[src/rtl/ddr2_bridge_pkg.sv]
// rtl/ddr2_bridge_pkg.sv - shared types and constants for the cache-to-MIG line bridge
package ddr2_bridge_pkg;

   localparam int LINE_W = 128;

   localparam logic [2:0] APP_CMD_WRITE = 3'b000;
   localparam logic [2:0] APP_CMD_READ  = 3'b001;

   typedef enum logic [1:0] {
      IDLE,
      WR,
      RD_CMD,
      RD_WAIT
   } state_t;

endpackage

[src/rtl/ddr2_rd_watchdog.sv]
// rtl/ddr2_rd_watchdog.sv - read-wait cycle counter; fires on the RD_TIMEOUT-th enabled cycle
module ddr2_rd_watchdog #(
   parameter int RD_TIMEOUT = 255
) (
   input  logic clk,
   input  logic rst,
   input  logic clear,
   input  logic enable,
   output logic fire
);

   localparam int CW = (RD_TIMEOUT < 2) ? 1 : $clog2(RD_TIMEOUT);

   logic [CW-1:0] cnt;

   always_ff @(posedge clk) begin
      if (rst || clear) begin
         cnt <= '0;
      end else if (enable && !fire) begin
         cnt <= cnt + CW'(1);
      end
   end

   // A zero timeout means the watchdog never fires.
   generate
      if (RD_TIMEOUT == 0) begin : g_off
         assign fire = 1'b0;
      end else begin : g_on
         assign fire = enable && (cnt == CW'(RD_TIMEOUT - 1));
      end
   endgenerate

endmodule

[src/rtl/ddr2_mig_bridge.sv]
// rtl/ddr2_mig_bridge.sv - cache line port to MIG app_* bridge, one request in flight
// Define DDR2_BRIDGE_WRACK_EN to also pulse ddr2_available on write completion.
module ddr2_mig_bridge
   import ddr2_bridge_pkg::*;
#(
   parameter int APP_ADDR_SHIFT = 1,
   parameter int RD_TIMEOUT     = 255
) (
   input  logic              clk,
   input  logic              rst,
   input  logic [26:0]       ddr2_addr,
   input  logic              ddr2_enable,
   input  logic              ddr2_read,
   input  logic [LINE_W-1:0] to_ddr2_data,
   output logic [LINE_W-1:0] ddr2_data,
   output logic              ddr2_available,
   output logic              ddr2_busy,
   output logic              req_dropped,
   output logic              rd_timeout,
   output logic [26:0]       app_addr,
   output logic [2:0]        app_cmd,
   output logic              app_en,
   input  logic              app_rdy,
   output logic [LINE_W-1:0] app_wdf_data,
   output logic              app_wdf_wren,
   output logic              app_wdf_end,
   output logic [15:0]       app_wdf_mask,
   input  logic              app_wdf_rdy,
   input  logic [LINE_W-1:0] app_rd_data,
   input  logic              app_rd_data_valid,
   input  logic              init_calib_complete
);

   state_t      state, state_nxt;
   logic        cmd_done, wdf_done;
   logic        cmd_hs, wdf_hs;
   logic        capture, wr_exit, rd_done, wd_fire;
   logic [26:0] line_addr;
   logic        unused_addr_bits;

   assign unused_addr_bits = ^ddr2_addr[3:0];
   assign line_addr        = {ddr2_addr[26:4], 4'b0000};

   // The completion-pulse cycle counts as busy so a new request cannot overlap it.
   assign ddr2_busy = (state != IDLE) || !init_calib_complete || ddr2_available;
   assign capture   = ddr2_enable && !ddr2_busy;

   assign app_en       = init_calib_complete &&
                         (((state == WR) && !cmd_done) || (state == RD_CMD));
   assign app_wdf_wren = (state == WR) && !wdf_done;
   assign app_wdf_end  = app_wdf_wren;
   assign app_wdf_mask = 16'h0000;

   assign cmd_hs  = app_en && app_rdy;
   assign wdf_hs  = app_wdf_wren && app_wdf_rdy;
   assign wr_exit = (state == WR) && (cmd_done || cmd_hs) && (wdf_done || wdf_hs);
   assign rd_done = (state == RD_WAIT) && app_rd_data_valid;

   ddr2_rd_watchdog #(
      .RD_TIMEOUT (RD_TIMEOUT)
   ) u_watchdog (
      .clk    (clk),
      .rst    (rst),
      .clear  (state != RD_WAIT),
      .enable (state == RD_WAIT),
      .fire   (wd_fire)
   );

   always_comb begin
      state_nxt = state;
      case (state)
         IDLE:    if (capture) state_nxt = ddr2_read ? RD_CMD : WR;
         WR:      if (wr_exit) state_nxt = IDLE;
         RD_CMD:  if (cmd_hs) state_nxt = RD_WAIT;
         RD_WAIT: if (app_rd_data_valid || wd_fire) state_nxt = IDLE;
         default: state_nxt = IDLE;
      endcase
   end

   always_ff @(posedge clk) begin
      if (rst) begin
         state          <= IDLE;
         cmd_done       <= 1'b0;
         wdf_done       <= 1'b0;
         app_addr       <= '0;
         app_cmd        <= APP_CMD_WRITE;
         app_wdf_data   <= '0;
         ddr2_data      <= '0;
         ddr2_available <= 1'b0;
         req_dropped    <= 1'b0;
         rd_timeout     <= 1'b0;
      end else begin
         state <= state_nxt;
         if (capture) begin
            app_addr     <= line_addr >> APP_ADDR_SHIFT;
            app_cmd      <= ddr2_read ? APP_CMD_READ : APP_CMD_WRITE;
            app_wdf_data <= to_ddr2_data;
            cmd_done     <= 1'b0;
            wdf_done     <= 1'b0;
         end else if (state == WR) begin
            if (cmd_hs) cmd_done <= 1'b1;
            if (wdf_hs) wdf_done <= 1'b1;
         end
         if (rd_done) ddr2_data <= app_rd_data;
`ifdef DDR2_BRIDGE_WRACK_EN
         ddr2_available <= rd_done || wr_exit;
`else
         ddr2_available <= rd_done;
`endif
         if (ddr2_enable && ddr2_busy) req_dropped <= 1'b1;
         // Data arriving on the watchdog's last cycle still wins.
         if ((state == RD_WAIT) && wd_fire && !app_rd_data_valid) rd_timeout <= 1'b1;
      end
   end

endmodule
[config.mk]
export PLATFORM = sky130hd
export DESIGN_NAME = ddr2_mig_bridge
export DESIGN_NICKNAME = d
export VERILOG_FILES = /design/src/rtl/ddr2_bridge_pkg.sv /design/src/rtl/ddr2_rd_watchdog.sv /design/src/rtl/ddr2_mig_bridge.sv
export SDC_FILE = /design/constraint.sdc
export NUM_CORES = 1
export LEC_CHECK = 0
export CORE_AREA = 4 4 229 231
export DETAILED_ROUTE_END_ITERATION = 8
export DIE_AREA = 0 0 233 235
export PLACE_DENSITY = 0.5
export SLEW_MARGIN = 30
export SYNTH_ARGS = -nofsm -noshare
export SYNTH_HDL_FRONTEND = slang
export SYNTH_SLANG_ARGS = --single-unit
[constraint.sdc]
create_clock -name clk -period 2.03 [get_ports clk]
set_input_delay 0.3045 -clock clk [delete_from_list [all_inputs] [get_ports clk]]
set_output_delay 0.3045 -clock clk [all_outputs]
set_load 0.005 [all_outputs]
==> reports/metrics.cfg, run 1 <==
[final_layout]
final_core_util_pct=36.9
drive_above_1_share_pct=6.51
areaGrowthSynthToFinish_pct=75.8
nets=2188
finalNonFillerCells=2593

[timing]
fin_setup_tns_ns=0
fin_skew_ns=0.0123
rsz0062_at_grt=no
setup_viol=0
hold_viol=0
layout_setup_ws_ns=0.175
hold_slack_ns=0.239
finalCritPeriodShare_pct=91.4
fmax_ghz=0.539
slew_viol_final=0
period_needed_ns=1.86

[floorplanning]
die_area_um2=54800
coreArea_um2=50100
dieWidth_um=233
initial_utilization_pct=21.0
row_count=82
die-height_um=235
ioPinCount=600

[logic_synthesis]
yosysTopAreaCellShare_pct=56.2
synth_top_flop_cell=dfxtp_1
synthArstFlopShare_pct=0
ys_seq_elements=295
synth_area_leaders=dfxtp_1, nand2_1, a21oi_1
synth_commonest_cells=nand2_1, dfxtp_1, a21oi_1
yosysSeqAreaShare_pct=56.2
synth_area_um2=10500
yosysMostFrequentCell=nand2_1
avgSynthCellArea_um2=7.90
synth_edf_count=0
yosys.area.top_type=dfxtp_1
ys_warn_count=0
synth_cell_types=37
synth_cells=1330

[setup_path]
critPathSlowestCell=dfxtp_4
end_kind=output pin
crit_type=reg -> out
startpoint=state[1]
critPathMaxStageDelay_ns=0.37
cp_max_fo=7
crit_path_start_kind=register
r2r-start=state[1]
required_ns=1.73
cp_data_arrival_time_ns=1.55
reg2reg_depth=8
path_cells=buf_4, nor4b_4, inv_1, clkbuf_2

[clocking]
cts_tree=done
cts_buffers=38
clk_path_buf_depth=3
cts.clk_slew.worst_paths_ns=0.06
ctsHoldBuffers=0
ctsHtreeMaxLevel=2
clk_latency_ns=0.53
clockRootBuffer=clkbuf_16
cts_sinks=295

[detailed_routing]
num_vias=10800
drc=0
wirelength_mm=42.6
dr.pass1.iters=5
drt-initial-drc-count=361
viasPerCell=4.15
post_drt_wl_per_cell_um=16.4
ant_nets=0

[place]
io_buffers=573
dpl.cell_count=2523
place_congestion=0.769
place_ws_ns=0.0182
place_hpwl_mm=32.0

[hold_path]
min_from=rst
hold_depth=2
hp-class=in -> reg

[global_route]
grt_max_degree=90
gr-total-overflow=0
grt_pass1_wl_mm=63.1
antenna_found_initial=2
grt_pass1_vias=10700
grt_util_all_layers_pct=14.6

[power_and_ir_drop]
leakage_nw=6.42
peakVddDrop_v=0.000501
power_density_nw_per_um2=797

[outcome]
status=complete, no violations

[run]
cap_violations=0

-- power breakdown --
group	switching, mW	internal, mW
Combinational	0.716	1.09
Sequential	0.113	6.00
Clock	2.58	4.23
-- state kept, by name, indices dropped and copies added (netlist names), 2 cells and up --
signal and count:
app_addr 23, app_wdf_data 128, ddr2_data 128, state 2
u_watchdog.cnt 8
-- metrics by stage --
stage / total power, mW / instance area (um^2)
after detailed placement: 8.06 / 17200
after global routing: 15.4 / 18500
after CTS: 15.0 / 18500
after global placement: 8.04 / 17200
final: 14.7 / 18500
after floorplan: 6.81 / 10600
-- cell type report --
type,instances,area [um^2]
antenna,1,2.50
clock buffer,53,1160
timing repair buffer,623,6340
inverter,6,22.5
sequential,295,5910
clock inverter,12,120
fill,5254,31600
multi-input combinational,931,4080
tap,672,841
-- placed cells by master (no fill, tap or decap), types with 2 or more instances in the layout --
cell type,n
clkbuf_16,41
bufinv_16,2
nand4_1,2
ha_1,2
buf_12,19
clkbuf_8,10
nor2b_1,4
clkdlybuf4s50_1,568
a21oi_1,284
dlygate4sd2_1,3
xnor2_1,4
nand2_1,566
inv_1,6
nor3_1,3
clkinv_4,2
nor2_1,13
conb_1,22
dfxtp_1,293
a31oi_1,3
nand3b_1,2
clkbuf_1,3
dfxtp_4,2
a41oi_1,2
clkinv_2,7
buf_4,31
nand3_1,3
-- logic make-up after synthesis --
kind of cell | count (synthesis) | synth area share, %
flops | 295 | 56.2
simple gates | 604 | 22.3
xor+xnor | 5 | 0.417
mux | 1 | 0.0952
buf+inv | 125 | 6.22
fa+ha+maj | 2 | 0.238
other cells | 1 | 0.0357
compound gates | 297 | 14.5
-- worst max-delay path: cells and delay by family (launching register included) --
kind | cells | cell delay, ns
DFF | 1 | 0.37
and+or+nand+nor | 1 | 0.27
buffers and inverters | 3 | 0.39
-- per-layer routing --
layer / global-route usage [%] / part of all wire (%)
met4: 5.16 / 2.9
met2: 25.2 / 48
met5: 0 / 0.019
met1: 16.1 / 38
met3: 6.02 / 10
-- worst paths after layout --
kind,end,slack (ns)
max,ddr2_busy,0.17
min,rd_timeout,0.24
max reg2reg,app_addr[25],0.20
min reg2reg,ddr2_data[105],0.45
-- what timing repair did --
item,in CTS,in global routing
gates resized for setup,12,1
endpoints found under the setup margin,4,1
pin swaps,1,0
setup buffers,4,0
Note: power is estimated with default switching activity, not from simulation.
==> run 2, diff against run 1 <==
--- a/config.mk
+++ b/config.mk
@@ -5,10 +5,10 @@
 export SDC_FILE = /design/constraint.sdc
 export NUM_CORES = 1
 export LEC_CHECK = 0
-export CORE_AREA = 4 4 229 231
+export CORE_AREA = 2 2 234 236
 export DETAILED_ROUTE_END_ITERATION = 8
-export DIE_AREA = 0 0 233 235
-export PLACE_DENSITY = 0.5
+export DIE_AREA = 0 0 236 238
+export PLACE_DENSITY = 0.48
 export SLEW_MARGIN = 30
 export SYNTH_ARGS = -nofsm -noshare
 export SYNTH_HDL_FRONTEND = slang
==> constraint.sdc (replaced) <==
create_clock -name clk -period 2.1 [get_ports clk]
set_input_delay 0.315 -clock clk [delete_from_list [all_inputs] [get_ports clk]]
set_output_delay 0.315 -clock clk [all_outputs]
set_load 0.005 [all_outputs]
==> run 2 against run 1 <==
Register-to-register slack improved by 0.27 ns. Via count fell by 0.74%. Cell count rose by 0.46%. Worst hold slack improved by 0.060 ns. Critical endpoint is now app_wdf_wren. Die area rose by 2.6%. Non-clock buffer count fell by 9. Global-route usage fell by 0.51 points. Cell area fell by 0.85%. Clock power fell by 6.9%. Clock skew fell by 0.0040 ns. Critical path type unchanged.
==> reports/metrics.cfg, run 2 (synthesis gave the netlist of run 1 again) <==
[outcome]
status=complete, no violations

[detailed_routing]
wirelength_mm=41.3  ; -3.1%
wl_met1_mm=16.3  ; -0.45%
num_vias=10700  ; -0.74%
viasPerCell=4.10  ; -1.2%
drt-initial-drc-count=375  ; +3.9%
top_layer=met4
route.met2.wl_mm=20.2  ; -2.1%
post_drt_wl_per_cell_um=15.9  ; -3.5%
ant_nets=0  ; unchanged
drc=0  ; unchanged
wl_met3_mm=3.69  ; -15%
dr.pass1.iters=5  ; unchanged

[power_and_ir_drop]
peakVddDrop_v=0.000569  ; +14%
leakage_nw=6.33  ; -1.5%
power_density_nw_per_um2=761  ; -4.5%
netSwitchingPower_mw=3.20  ; -6.0%
combinationalPowerShare_pct=12.2  ; about the same
switching_share_pct=23.0  ; -0.17 points
pwr-share-seq_pct=42.3  ; +0.8 points
clkPwrFrac_pct=45.5  ; -0.7 points
p_int_mw=10.7  ; -5.1%

[setup_path]
crit_path_start_kind=register
critPathMaxStageDelay_ns=0.50  ; +0.13 ns
cp_data_arrival_time_ns=1.71  ; +0.16 ns
cp_max_fo=5  ; -2
required_ns=1.78  ; +0.05 ns
critPathSlowestCell=clkdlybuf4s50_1
path_cells=nor3b_2, buf_4, clkdlybuf4s50_1
end_kind=output pin
crit_type=reg -> out

[hold_path]
hp-class=in -> reg

[timing]
fin_skew_ns=0.00828  ; -0.00401 ns
setup_viol=0  ; unchanged
rsz0062_at_grt=no
hold_viol=0  ; unchanged
period_needed_ns=2.02
finalCritPeriodShare_pct=96.4
fin_setup_tns_ns=0  ; unchanged
fmax_ghz=0.494
layout_setup_ws_ns=0.0752  ; -0.0996 ns
slew_viol_final=0  ; unchanged

[floorplanning]
die_area_um2=56200  ; +2.6%
ioPinCount=600  ; unchanged
row_count=85  ; +3.7%
initial_utilization_pct=19.7  ; -1.3 points
coreArea_um2=53500  ; +6.8%
dieWidth_um=236  ; +1.3%
die-height_um=238  ; +1.3%

[final_layout]
final_cell_mix=clkdlybuf4s50_1, nand2_1, dfxtp_1, a21oi_1, clkbuf_16
multi_input_area_um2=4070  ; -0.15%
drive_above_1_share_pct=5.71  ; -0.80 points
nFillCells=5539  ; +5.4%
final_common_cell=clkdlybuf4s50_1
areaGrowthSynthToFinish_pct=74.3
diodes=0  ; -1
ff_latch_area_um2=5910  ; unchanged
reg_top3=app_wdf_data: 128 flops, ddr2_data: 128 flops, app_addr: 23 flops
nets=2178  ; -0.46%

[clocking]
clockRootBuffer=clkbuf_16
cts_tree=done
cts_buffers=37  ; -2.6%
ctsHoldBuffers=0  ; unchanged
clk_path_buf_depth=3  ; unchanged
clk_latency_ns=0.52  ; about the same
cts.clk_slew.worst_paths_ns=0.05  ; about the same
ctsHtreeMaxLevel=2  ; unchanged
cts_sinks=295  ; unchanged

[place]
place_hpwl_mm=30.5  ; -4.6%
io_buffers=573  ; unchanged
place_ws_ns=0.0934  ; +0.0752 ns
place_congestion=0.774  ; +0.65%

[global_route]
grt_util_all_layers_pct=14.1  ; -0.51 points
grt_pass1_vias=10600  ; -0.79%
grt_max_degree=81  ; -10%
gr-total-overflow=0  ; unchanged
grt_pass1_wl_mm=61.9  ; -1.9%
antenna_found_initial=0  ; -2

[run]
cap_violations=0  ; unchanged

-- run 2: worst max-delay path: cells and delay by family, from the launching register on --
family	cells	cell delay [ns]
DFF	1	0.38
buffers and inverters	2	0.65
and+or+nand+nor	1	0.17
-- run 2: power groups by stage --
stage          combinational (mW)  clock, mW  sequential (mW)
2_1_floorplan               0.554          0             6.02
3_3_place_gp                 1.71          0             6.02
3_5_place_dp                 1.71          0             6.03
4_1_cts                      1.72       6.60             5.91
5_1_grt                      1.85       6.75             5.92
6_report                     1.70       6.34             5.90
-- run 2: layout make-up --
| class | instances | share of cell area [%] |
|---|---|---|
| tap | 696 | 4.75 |
| clock inverter | 6 | 0.458 |
| timing repair buffer | 614 | 34.0 |
| clock buffer | 57 | 6.17 |
| inverter | 6 | 0.123 |
| sequential | 295 | 32.3 |
| multi-input combinational | 931 | 22.2 |
-- run 2: timing repair --
item                                    4_1_cts  5_1_grt
pin swaps                                     1        0
gates resized for setup                       8        0
endpoints found under the setup margin        4        2
setup buffers                                 1        1
-- run 2: through the flow --
stage | power (mW) | utilization, % | hold slack, ns | instance area [um^2] | cells
global route | 14.5 | 34.3 | 0.303 | 18300 | 2605
CTS | 14.2 | 34.2 | 0.269 | 18300 | 2604
detailed placement | 7.74 | 31.9 | 0.446 | 17100 | 2540
floorplan | 6.58 | - | 0.451 | 10600 | 1351
global placement | 7.73 | 31.9 | 0.441 | 17100 | 2540
finish | 13.9 | 34.3 | 0.299 | 18300 | 2605
-- run 2: path summary, 6_finish.rpt --
kind                   startpoint              end  slack (ns)  cells after the start
hold / removal                rst    ddr2_data[77]        0.30                      2
setup reg to reg         state[1]     app_addr[13]        0.47                      7
hold reg to reg   app_wdf_data[3]  app_wdf_data[3]        0.45                      2
setup / recovery         state[0]     app_wdf_wren        0.08                      3
-- run 2: layer usage --
metal	vias up	global-route usage, %
li1	5353	-
met1	4869	15.8
met2	399	24.6
met3	63	5.08
met4	0	4.79
met5	-	0
==> run 3, diff against run 2 <==
--- a/config.mk
+++ b/config.mk
@@ -9,6 +9,7 @@
 export DETAILED_ROUTE_END_ITERATION = 8
 export DIE_AREA = 0 0 236 238
 export PLACE_DENSITY = 0.48
+export SKIP_CTS_REPAIR_TIMING = 1
 export SLEW_MARGIN = 30
 export SYNTH_ARGS = -nofsm -noshare
 export SYNTH_HDL_FRONTEND = slang
==> constraint.sdc (replaced) <==
create_clock -name clk -period 2.3 [get_ports clk]
set_input_delay 0.345 -clock clk [delete_from_list [all_inputs] [get_ports clk]]
set_output_delay 0.345 -clock clk [all_outputs]
set_load 0.005 [all_outputs]
==> run 3 against run 2 <==
First-iteration DRC count increased by 5.3%. Sequential cell count unchanged. Cell count unchanged. Non-clock buffer count increased by 1. Clock power decreased by 12%. Worst hold slack got worse by 0.12 ns. Total power decreased by 10%. Wire length increased by 0.25%. Sequential share of layout area increased by 0.11 points. Via count increased by 0.22%. Worst setup slack improved by 0.054 ns. Die area unchanged. Largest cell class unchanged. Largest power group unchanged.
==> reports/metrics.cfg, run 3 (synthesis gave the netlist of run 1 again) <==
[outcome]
status=complete, no violations

[setup_path]
required_ns=1.96  ; +0.18 ns
crit_type=reg -> out
critPathSlowestCell=clkdlybuf4s50_1
critPathMaxStageDelay_ns=0.57  ; +0.07 ns
cp_max_fo=8  ; +3
path_cells=nor3b_2, clkdlybuf4s50_1
cp_data_arrival_time_ns=1.83  ; +0.12 ns
crit_path_start_kind=register
end_kind=output pin

[clocking]
clk_path_buf_depth=3  ; unchanged
clockRootBuffer=clkbuf_16
clk_latency_ns=0.54  ; +0.02 ns
cts_buffers=37  ; unchanged
ctsHtreeMaxLevel=2  ; unchanged
cts_tree=done
cts_sinks=295  ; unchanged
cts.clk_slew.worst_paths_ns=0.06  ; about the same

[power_and_ir_drop]
combinationalPowerShare_pct=12.3  ; about the same
pwr-share-seq_pct=43.0  ; +0.7 points
switching_share_pct=23.2  ; +0.24 points
clkPwrFrac_pct=44.7  ; -0.8 points
leakage_nw=6.30  ; -0.48%
peakVddDrop_v=0.000470  ; -17%
p_int_mw=9.62  ; -10%
power_density_nw_per_um2=687  ; -9.7%
netSwitchingPower_mw=2.91  ; -9.1%

[timing]
fmax_ghz=0.461
hold_slack_ns=0.174  ; -0.125 ns
hold_viol=0  ; unchanged
layout_setup_ws_ns=0.129  ; +0.0543 ns
fin_setup_tns_ns=0  ; unchanged
fin_skew_ns=0.0180  ; +0.00973 ns
setup_viol=0  ; unchanged
finalCritPeriodShare_pct=94.4
rsz0062_at_grt=no
period_needed_ns=2.17
slew_viol_final=0  ; unchanged

[final_layout]
final_cell_mix=clkdlybuf4s50_1, nand2_1, dfxtp_1, a21oi_1, clkbuf_16
final_common_cell=clkdlybuf4s50_1
areaGrowthSynthToFinish_pct=73.5
reg_top3=app_wdf_data: 128 flops, ddr2_data: 128 flops, app_addr: 23 flops
fin_area_um2=18200  ; -0.45%
nets=2179  ; +0.046%
final_core_util_pct=34.1  ; -0.15 points
diodes=0  ; unchanged
drive_above_1_share_pct=5.55  ; -0.16 points
nFillCells=5595  ; +1.0%

[floorplanning]
die_area_um2=56200  ; unchanged
row_count=85  ; unchanged
initial_utilization_pct=19.7  ; unchanged
coreArea_um2=53500  ; unchanged
dieWidth_um=236  ; unchanged
ioPinCount=600  ; unchanged
die-height_um=238  ; unchanged

[place]
place_congestion=0.784  ; +1.3%
place_hpwl_mm=30.7  ; +0.50%
io_buffers=573  ; unchanged
place_ws_ns=0.186  ; +0.0930 ns
dpl_cell_area_um2=17100  ; -0.13%

[detailed_routing]
post_drt_wl_per_cell_um=15.9  ; +0.25%
wirelength_mm=41.4  ; +0.25%
ant_nets=0  ; unchanged
dr.pass1.iters=4  ; -1
drt-initial-drc-count=395  ; +5.3%
drc=0  ; unchanged
num_vias=10700  ; +0.22%
viasPerCell=4.11  ; +0.22%

[hold_path]
hp-class=in -> reg

[global_route]
gr-total-overflow=0  ; unchanged
grt_pass1_vias=10300  ; -3.1%
grt_util_all_layers_pct=13.9  ; -0.13 points
grt_max_degree=97  ; +20%
antenna_found_initial=0  ; unchanged
grt_pass1_wl_mm=61.3  ; -1.0%

[run]
cap_violations=0  ; unchanged

-- run 3: changes by cell type in the layout (fill, tap and decap cells not counted) --
cell	delta
dlymetal6s2s_1	+1
clkbuf_1	+2
buf_4	+4
inv_6	-1
dfxtp_1	+1
dfxtp_4	-2
clkdlybuf4s50_1	+1
buf_12	-3
clkinvlp_4	+1
clkbuf_8	-2
bufinv_16	-1
dfxtp_2	+1
dlygate4sd2_1	-2
-- run 3: worst max-delay path, delay by kind of cell (launching register included) --
kind / cells / cell delay (ns)
buffers and inverters: 1 / 0.57
AND/OR/NAND/NOR: 1 / 0.32
flip-flops: 1 / 0.42
-- run 3: metal layers --
layer,routed length [um],track usage [%],vias to the layer above
met1,16600,15.9,4904
met2,20000,24.1,392
li1,-,-,5346
met5,0,0,-
met4,1060,5.02,0
met3,3720,4.81,65
-- run 3: final cells by class --
class / instances / area, um^2 / area share, %
Clock buffer: 57 / 1110 / 6.09
Inverter: 6 / 22.5 / 0.123
Tap cell: 696 / 871 / 4.77
Sequential cell: 295 / 5910 / 32.4
Timing Repair Buffer: 615 / 6210 / 34.0
Clock inverter: 5 / 52.6 / 0.288
Multi-Input combinational cell: 931 / 4070 / 22.3
-- run 3: worst paths after layout --
check	startpoint	to	slack [ns]	cells past startpoint
min	rst	ddr2_data[70]	0.17	2
min reg2reg	ddr2_data[48]	ddr2_data[48]	0.45	2
max reg2reg	state[1]	app_wdf_data[12]	0.60	6
max	state[0]	app_wdf_wren	0.13	2
-- run 3: stage by stage --
stage	std cells	total power, mW
after global placement	2542	7.05
final	2605	12.5
after floorplan	1351	6.01
after detailed placement	2542	7.06
after global routing	2605	13.1
after CTS	2604	12.8
-- run 3: power groups by stage --
stage	combinational, mW	sequential, mW	clock [mW]
after global placement	1.56	5.49	0
after CTS	1.57	5.39	5.86
after global routing	1.67	5.41	6.04
after detailed placement	1.56	5.50	0
final	1.54	5.39	5.60
after floorplan	0.506	5.50	0
